`src/rtl/inv_key_schedule_pkg.sv`:
```
// Shared AES-128 definitions for the inverse key schedule: key/round types, RCON table
// and a forward S-box function built from GF(2^8) inversion plus the affine transform.
package inv_key_schedule_pkg;

  localparam int unsigned NUM_ROUNDS_128 = 10;

  typedef logic [3:0]   round_t;
  typedef logic [31:0]  word_t;
  typedef logic [127:0] key_t;

  // Indexed directly by round number; entries beyond 10 are unused padding.
  localparam logic [15:0][7:0] RCON = {
    8'h00, 8'h00, 8'h00, 8'h00, 8'h00,
    8'h36, 8'h1b, 8'h80, 8'h40, 8'h20, 8'h10, 8'h08, 8'h04, 8'h02, 8'h01, 8'h00
  };

  function automatic logic [7:0] gf_mul(input logic [7:0] a, input logic [7:0] b);
    logic [7:0] acc;
    logic [7:0] x;
    acc = '0;
    x   = a;
    for (int unsigned i = 0; i < 8; i++) begin
      if (b[i]) acc = acc ^ x;
      x = {x[6:0], 1'b0} ^ (x[7] ? 8'h1b : 8'h00);
    end
    return acc;
  endfunction

  // Multiplicative inverse as a^254 (0 maps to 0), then the affine step.
  function automatic logic [7:0] sbox_fn(input logic [7:0] a);
    logic [7:0] inv;
    logic [7:0] sq;
    logic [7:0] b;
    inv = 8'h01;
    sq  = a;
    for (int unsigned i = 0; i < 8; i++) begin
      if (i != 0) inv = gf_mul(inv, sq);
      sq = gf_mul(sq, sq);
    end
    b = inv;
    return b ^ {b[6:0], b[7]} ^ {b[5:0], b[7:6]} ^ {b[4:0], b[7:5]} ^ {b[3:0], b[7:4]} ^ 8'h63;
  endfunction

endpackage

```
`src/rtl/inv_key_schedule_step.sv`:
```
// Forward AES S-box and the combinational reverse key-expansion step prev(key, round).
module aes_sbox
  import inv_key_schedule_pkg::*;
(
  input  logic [7:0] in_byte,
  output logic [7:0] out_byte
);

  assign out_byte = sbox_fn(in_byte);

endmodule

module inv_key_step
  import inv_key_schedule_pkg::*;
(
  input  key_t   key,
  input  round_t round,
  output key_t   prev_key
);

  word_t k0, k1, k2, k3;
  word_t p0, p1, p2, p3;
  word_t rot_word;
  word_t sub_word;

  assign {k0, k1, k2, k3} = key;

  assign p3 = k3 ^ k2;
  assign p2 = k2 ^ k1;
  assign p1 = k1 ^ k0;

  assign rot_word = {p3[23:0], p3[31:24]};

  genvar g;
  for (g = 0; g < 4; g++) begin : g_sbox
    aes_sbox u_sbox (
      .in_byte  (rot_word[8*g +: 8]),
      .out_byte (sub_word[8*g +: 8])
    );
  end

  assign p0 = k0 ^ sub_word ^ {RCON[round], 24'h0};

  assign prev_key = {p0, p1, p2, p3};

endmodule

```
`src/rtl/inv_key_schedule.sv`:
```
// Iterative AES-128 reverse key expansion: accepts the round-10 key, streams rounds 10..0.
// Optional build macro INV_KEY_ZEROIZE_EN clears the held key on the final handshake.
module inv_key_schedule
  import inv_key_schedule_pkg::*;
#(
  parameter int unsigned NUM_ROUNDS = 10
) (
  input  logic         clock,
  input  logic         reset,
  input  logic         in_valid,
  output logic         in_ready,
  input  logic [127:0] in_key,
  output logic         out_valid,
  input  logic         out_ready,
  output logic [127:0] out_key,
  output logic [3:0]   out_round,
  output logic         out_last
);

  if (NUM_ROUNDS != NUM_ROUNDS_128) begin : g_bad_rounds
    $error("inv_key_schedule: only NUM_ROUNDS=10 (AES-128) is supported");
  end

  typedef enum logic {
    IDLE,
    EMIT
  } state_t;

  state_t state;
  key_t   key_q;
  round_t round_q;
  key_t   prev_key;

  inv_key_step u_step (
    .key      (key_q),
    .round    (round_q),
    .prev_key (prev_key)
  );

  assign out_key   = key_q;
  assign out_round = round_q;

  always_ff @(posedge clock or posedge reset) begin
    if (reset) begin
      state     <= IDLE;
      key_q     <= '0;
      round_q   <= '0;
      in_ready  <= 1'b0;
      out_valid <= 1'b0;
      out_last  <= 1'b0;
    end else begin
      case (state)
        IDLE: begin
          in_ready <= 1'b1;
          if (in_valid && in_ready) begin
            key_q     <= in_key;
            round_q   <= round_t'(NUM_ROUNDS);
            in_ready  <= 1'b0;
            out_valid <= 1'b1;
            out_last  <= 1'b0;
            state     <= EMIT;
          end
        end
        EMIT: begin
          if (out_ready) begin
            if (round_q != '0) begin
              key_q    <= prev_key;
              round_q  <= round_q - 4'd1;
              out_last <= (round_q == 4'd1);
            end else begin
`ifdef INV_KEY_ZEROIZE_EN
              key_q <= '0;
`endif
              out_valid <= 1'b0;
              out_last  <= 1'b0;
              in_ready  <= 1'b1;
              state     <= IDLE;
            end
          end
        end
        default: state <= IDLE;
      endcase
    end
  end

endmodule

```
`config.mk`:
```
export PLATFORM = sky130hd
export DESIGN_NAME = inv_key_schedule
export DESIGN_NICKNAME = d
export VERILOG_FILES = /design/src/rtl/inv_key_schedule_pkg.sv /design/src/rtl/inv_key_schedule_step.sv /design/src/rtl/inv_key_schedule.sv
export SDC_FILE = /design/constraint.sdc
export NUM_CORES = 2
export LEC_CHECK = 0
export BUFFER_PORTS_ARGS = -buffer_cell sky130_fd_sc_hd__buf_2
export CAP_MARGIN = 20
export CORE_ASPECT_RATIO = 2
export CORE_MARGIN = 2
export CORE_UTILIZATION = 39
export CTS_BUF_LIST = sky130_fd_sc_hd__clkbuf_2 sky130_fd_sc_hd__clkbuf_4 sky130_fd_sc_hd__clkbuf_8
export DETAILED_ROUTE_END_ITERATION = 6
export SLEW_MARGIN = 25
export SYNTH_ARGS = -nofsm -noshare
export SYNTH_HDL_FRONTEND = slang
export SYNTH_SLANG_ARGS = --single-unit
```
`constraint.sdc`:
```
create_clock -name clock -period 18.5 [get_ports clock]
set_input_delay 3.7 -clock clock [delete_from_list [all_inputs] [get_ports clock]]
set_output_delay 3.7 -clock clock [all_outputs]
set_load 0.05 [all_outputs]
```
==> impl_metrics.csv <==
group,metric,value,unit
yosys,synth.distinct_cells,124,
setup_path,crit_path_start,"out_key[39]$_DFFE_PP0P_",
grt,first_global_vias,61600,
setup_path,arrival,18050,ps
floorplanning,core,0.156,mm²
run_status,status,"completed",
route,vias,62900,
yosys,yosysWarnings,0,
placement,placed_area,0.0669,mm²
yosys,synth_edf_count,0,
placement,post-place-ws,-164,ps
clock_tree,root_buffer,"clkbuf_8",
yosys,ys_seq_elements,136,
sta,relSlewSlack,0.283,
finish,final.fill_count,16100,
hold_path,hold-path-endpoint,"out_valid$_DFFE_PP0P_",
setup_path,r2r-start,"out_key[39]$_DFFE_PP0P_",
setup_path,startpoint_type,"register",
placement,dpl.cell_count,10700,
sta,worst_pin_slew,1070,ps
clock_tree,insertion_delay,580,ps
setup_path,critical-path-max-stage-delay,810,ps
setup_path,reg2reg_slack,870,ps
route,drtIter0Drc,4729,
finish,mostFrequentLayoutCell,"xnor2_1",
grt,grt_max_degree,86,
grt,globalRoute.totalOverflow,0,
yosys,yosysSeqAreaShare,0.0556,
clock_tree,cts_sinks,136,
sta,hold_violations,0,
yosys,synthTopCellsByArea,"xnor2_1, xnor3_1, nor2_1",
route,wl_per_cell,21.0,µm
floorplanning,die_y,564,µm
setup_path,cp_slowest_cell,"xnor2_1",
finish,final_nets,8808,
grt,grt_pass1_wl,349,mm
yosys,async_flop_share,1.00,
setup_path,critPathKind,"register to register",
run,cap_violations,0,
yosys,avgSynthCellArea,7.25,µm²
sta,max_freq,0.0567,GHz
yosys,synthesis.nets,8606,
route,ant_nets,0,
finish,mostFrequentLayoutCells,"xnor2_1, nor2_1, nand2_1",
grt,grt_use_total,0.269,
placement,portBuffers,266,
floorplanning,die_w,284,µm
hold_path,hold_path.startpoint,"out_valid$_DFFE_PP0P_",
clock_tree,cts_tree,"built",
yosys,syn_inst,8450,
hold_path,hold_class,"register to register",
setup_path,path_max_fanout,13,
clock_tree,clockBufferDepth,2,
finish,finalInstanceArea,0.0677,mm²
sta,fin_ws,874,ps
finish,drive_gt1_frac,0.129,
setup_path,crit_top_cell,"xor2_1",
setup_path,crit_path_end_kind,"register",
hold_path,whs_path_depth,2,
sta,finalCritPeriodShare,0.953,
route,avgViaCountPerCell,5.86,
floorplanning,dieArea,0.160,mm²
setup_path,required,18920,ps
finish,layoutNonFillerInstCount,10700,
yosys,synth_top_area_cell,"xnor2_1",
route,routed_wl,226,mm
floorplanning,row_count,205,
sta,drv_slew,0,
route,firstDrtPassIters,6,
yosys,syn-cell-area,0.0612,mm²
finish,synthToLayoutAreaGrowth,10.6,%
sta,rsz0062_at_grt,"no",
sta,finClkSkew,20.2,ps
placement,globalplace.congestion,0.964,
sta,min_period,17630,ps
setup_path,rr_worst_depth,53,
floorplanning,io_pins,267,
route,drc,0,
grt,antenna_found_initial,8,
floorplanning,start_util,0.393,
setup_path,r2r_end,"out_key[110]$_DFFE_PP0P_",
yosys,synthDominantCellAreaShare,0.241,
sta,setup_viol,0,
finish,final_core_util,0.434,
yosys,ys.flop_type,"dfrtp_1",
clock_tree,htree_levels,4,
placement,post-dp-hpwl,175,mm
clock_tree,clk_pin_slew,110,ps
clock_tree,numCtsBuffers,17,
[layer usage]
metal / vias up / GRT usage / routed length (µm)
met5: - / 0 / 28
met4: 6 / 0.169 / 15900
met3: 817 / 0.0293 / 11100
met2: 2454 / 0.519 / 119000
met1: 29900 / 0.274 / 79900
li1: 29700 / - / -
[area by class of cell]
type,count,area [µm²],share of cell area
Multi-Input combinational cell,7649,55900,0.826
Timing Repair Buffer,755,5010,0.0740
Sequential cell,136,3410,0.0503
Tap cell,2070,2590,0.0382
Inverter,93,358,0.00528
Clock buffer,17,234,0.00345
Clock inverter,15,156,0.00231
Antenna cell,6,15.0,0.000222
[metrics by stage]
stage	hold WS (ps)	setup TNS (ps)
after floorplan	776	0
after global placement	499	0
after detailed placement	503	-500
after CTS	528	0
after global routing	590	0
final	523	0
[synth_stat cells, drive strengths merged, types with 31 or more instances]
library cell / count
xnor2: 1746
nor2: 1133
nand2: 895
o21ai: 548
a21oi: 507
xor2: 490
clkbuf: 413
xnor3: 282
nand3: 252
nor3: 238
mux2i: 191
o22ai: 171
buf: 159
dfrtp: 136
inv: 86
a31oi: 81
a211oi: 69
nand2b: 61
o211ai: 58
a22oi: 57
nor2b: 51
and2: 48
or3: 44
nor4: 43
o221ai: 43
o21a: 41
xor3: 36
and3: 35
a221oi: 34
mux2: 33
nand4: 31
[flip-flops by register name, summed over array words and instances, names as in the netlist]
register	cells
state	1
in_ready	1
out_valid	1
out_key	128
out_round	4
out_last	1
[critical path, delay by kind of cell (launching register included)]
family,cells,cell delay (ps)
fa+ha+maj,2,810
mux,2,340
buf+inv,4,690
compound gates,6,1170
simple gates,7,1100
xor+xnor,32,12800
flops,1,500
[worst max path at each step]
stage                                           to  depth (start not counted)
after CTS                 out_key[126]$_DFFE_PP0P_                         58
after floorplan           out_key[123]$_DFFE_PP0P_                         64
after global placement    out_key[124]$_DFFE_PP0P_                         58
after global routing      out_key[117]$_DFFE_PP0P_                         55
final                     out_key[110]$_DFFE_PP0P_                         53
after detailed placement  out_key[124]$_DFFE_PP0P_                         58
[logic make-up (layout without fill, tap and decap cells)]
kind of cell | after synthesis | count (layout) | synth area share
DFF | 136 | 136 | 0.0556
muxes | 226 | 226 | 0.0382
xor gates and xnor gates | 2554 | 2554 | 0.450
adders and majority gates | 26 | 26 | 0.00523
buffers and inverters | 665 | 880 | 0.0437
other | 0 | 6 | 0
and+or+nand+nor | 2900 | 2900 | 0.206
AOI/OAI and AO/OA | 1943 | 1943 | 0.201
[timing repair]
action,in CTS,in global routing
setup buffers,0,13
pin swaps,0,4
gates resized for setup,2,38
hold buffers,0,0
endpoints found under the setup margin,8,11
Power is not shown: default switching activity piles up to over one toggle a cycle in this logic, so the estimate is an artifact.
